**config.mk**
```make
export PLATFORM = sky130hd
export DESIGN_NAME = mult_hilo_ctrl_flat
export DESIGN_NICKNAME = d
export VERILOG_FILES = /design/src/rtl/mult_hilo_if.sv /design/src/rtl/mult_hilo_ctrl.sv /design/src/flat_wrapper.sv
export SDC_FILE = /design/constraint.sdc
export NUM_CORES = 1
export LEC_CHECK = 0
export BUFFER_PORTS_ARGS = -buffer_cell sky130_fd_sc_hd__buf_2
export CAP_MARGIN = 20
export CORE_MARGIN = 10
export CORE_UTILIZATION = 47
export CTS_BUF_LIST = sky130_fd_sc_hd__clkbuf_8
export DETAILED_ROUTE_END_ITERATION = 10
export PLACE_DENSITY = 0.75
export SLEW_MARGIN = 20
export SYNTH_ARGS = -nofsm -noshare
export SYNTH_HDL_FRONTEND = slang
export SYNTH_SLANG_ARGS = --single-unit
```
**constraint.sdc**
```tcl
create_clock -name clk -period 5.9 [get_ports clk]
set_input_delay 0 -clock clk [delete_from_list [all_inputs] [get_ports clk]]
set_output_delay 0 -clock clk [all_outputs]
set_load 0.01 [all_outputs]
```
**src/rtl/mult_hilo_if.sv**
```systemverilog
// mult_hilo_if: bundles the EX-stage request, the Booth-multiplier handshake
// and the HI/LO write port of the multiply controller.
//   slave  modport : the controller (mult_hilo_ctrl)
//   master modport : the pipeline / multiplier side that drives requests,
//                    supplies mul_done/mul_result and consumes HI/LO writes
// Signals:
//   ex_req, ex_op[1:0], ex_op1, ex_op2, hi_i, lo_i, annul  -> controller
//   stallreq                                               <- controller
//   mul_start, mul_op1, mul_op2                            <- controller
//   mul_done, mul_result (signed 64)                       -> controller
//   whi_o, wlo_o, hi_o, lo_o, timeout_o                    <- controller
interface mult_hilo_if;
  logic               ex_req;
  logic [1:0]         ex_op;
  logic [31:0]        ex_op1;
  logic [31:0]        ex_op2;
  logic [31:0]        hi_i;
  logic [31:0]        lo_i;
  logic               annul;
  logic               stallreq;
  logic               mul_start;
  logic [31:0]        mul_op1;
  logic [31:0]        mul_op2;
  logic               mul_done;
  logic signed [63:0] mul_result;
  logic               whi_o;
  logic               wlo_o;
  logic [31:0]        hi_o;
  logic [31:0]        lo_o;
  logic               timeout_o;

  modport slave (
    input  ex_req, ex_op, ex_op1, ex_op2, hi_i, lo_i, annul,
    input  mul_done, mul_result,
    output stallreq, mul_start, mul_op1, mul_op2,
    output whi_o, wlo_o, hi_o, lo_o, timeout_o
  );

  modport master (
    output ex_req, ex_op, ex_op1, ex_op2, hi_i, lo_i, annul,
    output mul_done, mul_result,
    input  stallreq, mul_start, mul_op1, mul_op2,
    input  whi_o, wlo_o, hi_o, lo_o, timeout_o
  );
endinterface

```
**src/rtl/mult_hilo_ctrl.sv**
```systemverilog
// mult_hilo_ctrl: sequences a multi-cycle Booth multiplier for the EX stage
// and writes the 64-bit result to HI/LO.
//   clk  : sole clock, rising edge
//   rst  : synchronous, active-high reset
//   bus  : mult_hilo_if.slave (request, multiplier handshake, HI/LO write)
// Flow: IDLE -> START -> WAIT (until qualified mul_done or 64-cycle timeout)
//       -> FIX (signed -> unsigned correction / accumulate) -> WRITE -> IDLE.
// Optional feature: define MULT_ACC_EN to enable MADD (ex_op 10) and MSUB
// (ex_op 11). Without it ex_op[1] is ignored and hi_i/lo_i are unused.
module mult_hilo_ctrl (
  input  logic        clk,
  input  logic        rst,
  mult_hilo_if.slave  bus
);

  localparam int DATA_W = 32;

  typedef enum logic [2:0] {
    S_IDLE  = 3'd0,
    S_START = 3'd1,
    S_WAIT  = 3'd2,
    S_FIX   = 3'd3,
    S_WRITE = 3'd4
  } state_e;

  state_e                    state_q, state_d;
  logic [6:0]                cnt_q, cnt_d;
  logic [DATA_W-1:0]         op1_q, op1_d;
  logic [DATA_W-1:0]         op2_q, op2_d;
  logic                      is_u_q, is_u_d;
  logic signed [2*DATA_W-1:0] prod_q, prod_d;
  logic                      timeout_q, timeout_d;
`ifdef MULT_ACC_EN
  logic                      is_madd_q, is_madd_d;
  logic                      is_msub_q, is_msub_d;
  logic [2*DATA_W-1:0]       hilo_q, hilo_d;
`endif

  logic qual_done;
  logic tmo_hit;
  logic accept;

  // The multiplier only drops a stale done once restarted, so the first two
  // WAIT cycles cannot be trusted.
  assign qual_done = bus.mul_done && (cnt_q >= 7'd2);
  // 64th WAIT cycle with no usable done.
  assign tmo_hit   = (state_q == S_WAIT) && !qual_done && (cnt_q == 7'd63);
  assign accept    = (state_q == S_IDLE) && bus.ex_req && !bus.annul;

  // The booth core produces a signed product; for unsigned operands each
  // operand with bit 31 set was read as (x - 2^32), so add the other operand
  // shifted up by 32 to undo it (mod 2^64).
  function automatic logic signed [63:0] multu_fix(
    input logic signed [63:0] p,
    input logic [31:0]        a,
    input logic [31:0]        b
  );
    logic [63:0] r;
    r = p;
    if (a[31]) r = r + {b, 32'b0};
    if (b[31]) r = r + {a, 32'b0};
    return signed'(r);
  endfunction

`ifdef MULT_ACC_EN
  function automatic logic signed [63:0] accumulate(
    input logic [63:0]        hilo,
    input logic signed [63:0] p,
    input logic               sub
  );
    logic [63:0] r;
    r = sub ? (hilo - p) : (hilo + p);
    return signed'(r);
  endfunction
`endif

  // State register
  always_ff @(posedge clk) begin
    if (rst) state_q <= S_IDLE;
    else     state_q <= state_d;
  end

  // Next-state logic; annul overrides everything, including done and timeout
  always_comb begin
    state_d = state_q;
    if (bus.annul) begin
      state_d = S_IDLE;
    end else begin
      unique case (state_q)
        S_IDLE:  if (bus.ex_req) state_d = S_START;
        S_START: state_d = S_WAIT;
        S_WAIT: begin
          if (qual_done)    state_d = S_FIX;
          else if (tmo_hit) state_d = S_IDLE;
        end
        S_FIX:   state_d = S_WRITE;
        S_WRITE: state_d = S_IDLE;
        default: state_d = S_IDLE;
      endcase
    end
  end

  // Outputs
  always_comb begin
    bus.mul_start = (state_q == S_START) || (state_q == S_WAIT) || (state_q == S_FIX);
    bus.mul_op1   = op1_q;
    bus.mul_op2   = op2_q;
    bus.whi_o     = (state_q == S_WRITE) && !bus.annul;
    bus.wlo_o     = (state_q == S_WRITE) && !bus.annul;
    bus.hi_o      = '0;
    bus.lo_o      = '0;
    if ((state_q == S_WRITE) && !bus.annul) begin
      bus.hi_o = prod_q[63:32];
      bus.lo_o = prod_q[31:0];
    end
    // EX is released in the WRITE cycle itself
    bus.stallreq  = bus.ex_req && !bus.annul && (state_q != S_WRITE);
    bus.timeout_o = timeout_q;
  end

  // Datapath next values
  always_comb begin
    op1_d     = op1_q;
    op2_d     = op2_q;
    is_u_d    = is_u_q;
    cnt_d     = cnt_q;
    prod_d    = prod_q;
    timeout_d = tmo_hit && !bus.annul;
`ifdef MULT_ACC_EN
    is_madd_d = is_madd_q;
    is_msub_d = is_msub_q;
    hilo_d    = hilo_q;
`endif
    if (accept) begin
      op1_d = bus.ex_op1;
      op2_d = bus.ex_op2;
`ifdef MULT_ACC_EN
      is_u_d    = (bus.ex_op == 2'b01);
      is_madd_d = (bus.ex_op == 2'b10);
      is_msub_d = (bus.ex_op == 2'b11);
      hilo_d    = {bus.hi_i, bus.lo_i};
`else
      is_u_d = bus.ex_op[0];
`endif
    end
    if (state_q == S_START) cnt_d = '0;
    if (state_q == S_WAIT)  cnt_d = cnt_q + 7'd1;
    if (state_q == S_FIX) begin
      prod_d = bus.mul_result;
      if (is_u_q) prod_d = multu_fix(prod_d, op1_q, op2_q);
`ifdef MULT_ACC_EN
      if (is_madd_q || is_msub_q) prod_d = accumulate(hilo_q, prod_d, is_msub_q);
`endif
    end
  end

  // Datapath registers
  always_ff @(posedge clk) begin
    if (rst) begin
      op1_q     <= '0;
      op2_q     <= '0;
      is_u_q    <= 1'b0;
      cnt_q     <= '0;
      prod_q    <= '0;
      timeout_q <= 1'b0;
`ifdef MULT_ACC_EN
      is_madd_q <= 1'b0;
      is_msub_q <= 1'b0;
      hilo_q    <= '0;
`endif
    end else begin
      op1_q     <= op1_d;
      op2_q     <= op2_d;
      is_u_q    <= is_u_d;
      cnt_q     <= cnt_d;
      prod_q    <= prod_d;
      timeout_q <= timeout_d;
`ifdef MULT_ACC_EN
      is_madd_q <= is_madd_d;
      is_msub_q <= is_msub_d;
      hilo_q    <= hilo_d;
`endif
    end
  end

endmodule

```
**src/flat_wrapper.sv**
```systemverilog
// flat-port wrapper written by rule: the top's interface ports become plain ports
module mult_hilo_ctrl_flat 
  (clk, rst, bus_ex_req, bus_ex_op, bus_ex_op1, bus_ex_op2, bus_hi_i, bus_lo_i, bus_annul, bus_mul_done, bus_mul_result, bus_stallreq, bus_mul_start, bus_mul_op1, bus_mul_op2, bus_whi_o, bus_wlo_o, bus_hi_o, bus_lo_o, bus_timeout_o);
  mult_hilo_if bus_i ();
  input  logic clk;
  input  logic rst;
  input wire logic [$bits(bus_i.ex_req)-1:0] bus_ex_req;
  input wire logic [$bits(bus_i.ex_op)-1:0] bus_ex_op;
  input wire logic [$bits(bus_i.ex_op1)-1:0] bus_ex_op1;
  input wire logic [$bits(bus_i.ex_op2)-1:0] bus_ex_op2;
  input wire logic [$bits(bus_i.hi_i)-1:0] bus_hi_i;
  input wire logic [$bits(bus_i.lo_i)-1:0] bus_lo_i;
  input wire logic [$bits(bus_i.annul)-1:0] bus_annul;
  input wire logic [$bits(bus_i.mul_done)-1:0] bus_mul_done;
  input wire logic [$bits(bus_i.mul_result)-1:0] bus_mul_result;
  output wire logic [$bits(bus_i.stallreq)-1:0] bus_stallreq;
  output wire logic [$bits(bus_i.mul_start)-1:0] bus_mul_start;
  output wire logic [$bits(bus_i.mul_op1)-1:0] bus_mul_op1;
  output wire logic [$bits(bus_i.mul_op2)-1:0] bus_mul_op2;
  output wire logic [$bits(bus_i.whi_o)-1:0] bus_whi_o;
  output wire logic [$bits(bus_i.wlo_o)-1:0] bus_wlo_o;
  output wire logic [$bits(bus_i.hi_o)-1:0] bus_hi_o;
  output wire logic [$bits(bus_i.lo_o)-1:0] bus_lo_o;
  output wire logic [$bits(bus_i.timeout_o)-1:0] bus_timeout_o;
  assign bus_i.ex_req = bus_ex_req;
  assign bus_i.ex_op = bus_ex_op;
  assign bus_i.ex_op1 = bus_ex_op1;
  assign bus_i.ex_op2 = bus_ex_op2;
  assign bus_i.hi_i = bus_hi_i;
  assign bus_i.lo_i = bus_lo_i;
  assign bus_i.annul = bus_annul;
  assign bus_i.mul_done = bus_mul_done;
  assign bus_i.mul_result = bus_mul_result;
  assign bus_stallreq = bus_i.stallreq;
  assign bus_mul_start = bus_i.mul_start;
  assign bus_mul_op1 = bus_i.mul_op1;
  assign bus_mul_op2 = bus_i.mul_op2;
  assign bus_whi_o = bus_i.whi_o;
  assign bus_wlo_o = bus_i.wlo_o;
  assign bus_hi_o = bus_i.hi_o;
  assign bus_lo_o = bus_i.lo_o;
  assign bus_timeout_o = bus_i.timeout_o;
  mult_hilo_ctrl u_core (.clk(clk), .rst(rst), .bus(bus_i));
endmodule
```
==> Yosys cells after proc, flatten, opt, wreduce, memory -nomap -nowiden <==
Index checks and enable logic that the tools add are counted.
{ "word_totals": {"reg_bits": 140, "input_bits": 199, "output_inout_bits": 133, "elab_cells": 49} }
{ "classes": {"addsub": 3, "order_cmp": 1, "eq_ne": 8, "n_mux": 13, "n_reduce_logical": 17} }
{ "ops": {"columns": ["cell", "n"], "rows": [
  ["64-bit two-way mux", 5],
  ["64-bit adder", 2],
  ["32-bit two-way mux", 2],
  ["7-bit two-way mux", 2],
  ["3-bit one-hot mux with 4 select lines", 1],
  ["1-bit logical AND", 9],
  ["3-bit two-way mux", 3],
  ["7-bit by 1-bit adder with 7-bit output, second input constant", 1],
  ["7-bit by 6-bit == test with 1-bit output, second input constant", 1],
  ["7-bit by 2-bit >= comparator with 1-bit output, second input constant", 1],
  ["3-bit by 2-bit == test with 1-bit output, second input constant", 2],
  ["3-bit by 1-bit == test with 1-bit output, second input constant", 1],
  ["3-bit == test, second input constant", 1],
  ["3-bit zero test", 1],
  ["3-bit by 1-bit != test with 1-bit output, second input constant", 1],
  ["3-bit != test, second input constant", 1],
  ["1-bit zero test", 2],
  ["1-bit logical OR", 2],
  ["2-bit != test, second input constant", 1],
  ["2-bit AND reduction", 1],
  ["2-bit nonzero test", 1],
  ["2-bit OR reduction", 1]
]} }

==> Logic depth before layout (Yosys ltp) <==
{ "depth": {"word_depth": 8, "mapped_depth": 22, "mapped_depth_nobuf": 21} }

==> Least setup slack after synthesis <==
Ideal clock, no wire load.
{ "synth_path": {"path_type": "reg-to-reg", "startpoint": "register u_core.op2_q[0], in the netlist u_core.bus.mul_op2[0]", "endpoint": "register u_core.prod_q[59]", "setup_time_ns": 0.095, "t_arrival_ns": 4.328, "required_ns": 5.805, "setup_slack_ns": 1.477, "path_stages_with_launch": 22, "n_path_buf": 1, "synth_period_minus_slack_ns": 4.423, "path_cell_list": "dfxtp_1 ha_1 fa_1 a211oi_1 nor2_1 o21ai_2 nand2_1 a21o_1 a21oi_1 xnor2_1 mux2_2 ha_1 buf_2 and4_4 and2b_1 a211o_1 o21ai_1 nand2_1 a211oi_2 o21ai_0 o21a_1 a221oi_1"} }
{ "synth_between": {"elab_chain_len": 7} }
{ "synth_lines": {"columns": ["item", "line", "rtl"], "rows": [
  ["start: declaration", "mult_hilo_ctrl.sv:29", "logic [DATA_W-1:0] op2_q, op2_d;"],
  ["start signal: assignment", "mult_hilo_ctrl.sv:173", "op2_q <= op2_d;"],
  ["64-bit adder (*)", "mult_hilo_ctrl.sv:60", "if (a[31]) r = r + {b, 32'b0};"],
  ["64-bit two-way mux (*)", "mult_hilo_ctrl.sv:60", null],
  ["64-bit two-way mux (*)", "mult_hilo_ctrl.sv:150", "if (is_u_q) prod_d = multu_fix(prod_d, op1_q, op2_q);"],
  ["64-bit two-way mux (*)", "mult_hilo_ctrl.sv:148", "if (state_q == S_FIX) begin"],
  ["64-bit adder", "mult_hilo_ctrl.sv:61", "if (b[31]) r = r + {a, 32'b0};"],
  ["64-bit two-way mux (*)", "mult_hilo_ctrl.sv:61", null],
  ["64-bit two-way mux (*)", "mult_hilo_ctrl.sv:150", null],
  ["end signal: assignment", "mult_hilo_ctrl.sv:176", "prod_q <= prod_d;"],
  ["end: declaration", "mult_hilo_ctrl.sv:31", "logic signed [2*DATA_W-1:0] prod_q, prod_d;"]
]} }
Mark *: on every way between the ends. The rest lies on a longest branch, timed or not. The select of a mux whose other input is x is not followed.
A chain may end at the register's enable or synchronous reset.

==> Final worst setup path <==
{ "layout_path": {"startpoint": "register u_core.op2_q[0], in the netlist u_core.bus.mul_op2[0]", "endpoint": "register u_core.prod_q[55]"} }
Same word-level chain as after synthesis.

==> results.toml <==
[status]
outcome = "finished, final reports clean"

[drt]
drtIter0Drc = 969
dr.pass1.iters = 5
via_per_inst = 5.65
wl_um = 35600
drc = 0
vias = 11000
post_drt_wl_per_cell_um = 18.2
antenna_left = 0

[logic_synthesis]
ys_seq_area_share_pct = 28.5
syn_avg_cell_area_sq_um = 7.39
syn_area_sq_mm = 0.00983
ys_seq_elements = 140
synth-edff-count = 0
synthFlopType = "dfxtp_1"
synth_warnings = 0
ys_async_sr_fraction_pct = 0
yosysTopAreaCell = "dfxtp_1"
syn-instance-count = 1330
syn_nets = 1600
ys_types = 78
synthTopCellsByArea = "dfxtp_1 29%, nand2_1 11%, a21oi_1 9.3%, ha_1 8.8%, and2_1 4.2%"
synth.top_cell.area_share_pct = 28.5

[floorplanning]
fp-row-count = 52
die_area_sq_mm = 0.0271
start_util_pct = 48.1
die_h_um = 165
die_x_um = 165
fp.coreArea_sq_mm = 0.0204
io_pins = 332

[clocking]
clk_latency_ps = 470
numCtsBuffers = 17
clock_path_buffers = 2
htree_levels = 4
cts_tree = "built"
cts_sinks = 140
postCtsResizedCells = 0
postCtsSetupBuffers = 0
path_clk_slew_ps = 90
clockRootBuffer = "clkbuf_8"

[sta]
max_freq_mhz = 198
hold_viol_final = 0
layout_setup_ws_ps = 839
rsz0062_at_grt = "no"
period_minus_slack_ps = 5060
fin_skew_ps = 13.4
max-slew-margin-rel_pct = 29.0
setup_viol = 0
worst_pin_slew_ps = 1060
fin_crit_sh_pct = 85.8
tns_ps = 0
final_max_slew_viol_count = 0
whs_ps = 41.7

[setup_path]
path_buf_inv = 0
cp_max_fo = 8
crit_path_frequent_cell = "nor2_1"
critical_path_class = "flop to flop"
critPathLaunchType = "flop"
worstPathRequired_ps = 6200
cp_slowest_stage_delay_ps = 440
slowest_stage = "ha_1"
cp-end-kind = "flop"
path_cells = "ha_1 -> fa_1 -> a211oi_1 -> nor2_1 -> o21ai_2 -> nand2_1 -> a21o_1 -> a21oi_1 -> xnor2_1 -> mux2_2 -> ha_1 -> and4_4 -> and2b_1 -> nand4_1 -> a21oi_1 -> nor2_1 -> o21bai_1 -> xnor2_1 -> nor2_1 -> a2111oi_0 -> a221oi_1"
crit_family = "compound AO/OA/AOI/OAI gates"
critPathArrivalTime_ps = 5360

[global_route]
antenna_found_initial = 1
overflow = 0
grt_first_pass_wirelength_um = 56500
grt_pass1_vias = 10600
grt_start_max_net_pins = 82
grt.total_usage_pct = 25.6

[job]
maxCapViolations = 0

[hold_path]
hold_class = "primary input to flop"

[finish]
final_cell_mix = "279 x nand2_1, 265 x buf_2, 183 x a21oi_1"
final_area_sq_mm = 0.0130
final_common_cell = "nand2_1"
drive_above_1_share_pct = 21.0
area_growth_pct = 32.2
nets = 1940
instances_no_fill = 1954
final.fill_count = 1756
utilization_pct = 63.6

[power]
power.leakage_nw = 5.92
power.density_mw_per_mm2 = 194
ir_worst_vdd_v = 0.000122
fin_total_pwr_mw = 2.52

[place]
post_dp_cell_area_sq_mm = 0.0113
gp_congestion = 0.931
place.port_buffers = 266
hpwl_um = 24200
place_ws_ps = 898
dp_cells = 1793
-- state kept, by name (all words and copies together), names as in the netlist --
name / count
u_core.prod_q: 64
u_core.bus.mul_op1: 32
u_core.bus.mul_op2: 32
u_core.cnt_q: 7
u_core.state_q: 3
u_core.bus.timeout_o: 1
u_core.is_u_q: 1
-- synthesized netlist by cell type (4+ instances only) --
library cell	number
nand2_1	280
a21oi_1	183
dfxtp_1	140
nor2_1	88
ha_1	69
clkbuf_1	67
and2_1	66
o21ai_0	54
a21o_1	33
xnor2_1	30
a211oi_1	22
nand3_1	20
and3_1	17
inv_1	16
mux2_2	16
xor2_1	13
nor3_1	12
o21a_1	11
o21ai_1	11
mux2i_1	10
nand2b_1	10
o211ai_1	10
o21bai_1	10
a31oi_1	8
buf_2	8
a211o_1	7
nor2b_1	7
or3_1	7
a221oi_1	6
nand4_1	6
a2111oi_0	5
a311oi_1	5
o31ai_1	5
a21oi_2	4
a41oi_1	4
buf_1	4
nor4_1	4
-- power breakdown --
group | internal (mW) | total (mW) | switching (mW)
clock | 0.504 | 0.925 | 0.421
combinational | 0.268 | 0.595 | 0.328
sequential | 0.967 | 0.995 | 0.0279
-- area by class of cell --
type                            instances  area, sq um  area share [%]
Antenna cell                            1         2.50          0.0193
Clock buffer                           17          234            1.80
Clock inverter                         15          220            1.69
Inverter                               18         67.6           0.520
Multi-Input combinational cell       1090         6650            51.2
Sequential cell                       140         2800            21.6
Tap cell                              270          338            2.60
Timing Repair Buffer                  403         2680            20.6
-- final timing paths --
check	startpoint	to	slack, ps	depth (start not counted)
worst max-delay path	u_core.bus.mul_op2[0]$_SDFFE_PP0P_	u_core.prod_q[55]$_SDFFE_PP0P_	840	21
worst max register to register	u_core.bus.mul_op2[0]$_SDFFE_PP0P_	u_core.prod_q[55]$_SDFFE_PP0P_	840	21
worst min register to register	u_core.prod_q[22]$_SDFFE_PP0P_	u_core.prod_q[22]$_SDFFE_PP0P_	450	2
worst min-delay path	bus_mul_result[45]	u_core.prod_q[45]$_SDFFE_PP0P_	40	4
-- repair_timing --
item,CTS,global route
hold endpoints to repair,129,0
hold buffers,128,0
endpoints found under the setup margin,0,0
-- per-layer routing --
layer | vias to the layer above | global-route usage, % | share of wire [%]
li1 | 5367 | - | -
met1 | 5143 | 32.5 | 42
met3 | 48 | 6.67 | 9.8
met2 | 479 | 42.0 | 46
met5 | - | 0 | 0
met4 | 0 | 7.29 | 1.8
-- logic make-up after synthesis --
logic type,Yosys count,share of synthesized area [%]
compound gates,416,26.8
xor+xnor,43,3.83
fa+ha+maj,71,9.19
buf+inv,100,4.11
flops,140,28.5
mux,27,3.00
simple gates,533,24.6
-- tightest hold or removal path: stages --
cell and delay, ps:
buf_2 140, mux2_2 200, nand2_1 50, o211ai_1 80
Power figures use the tool's default switching activity.
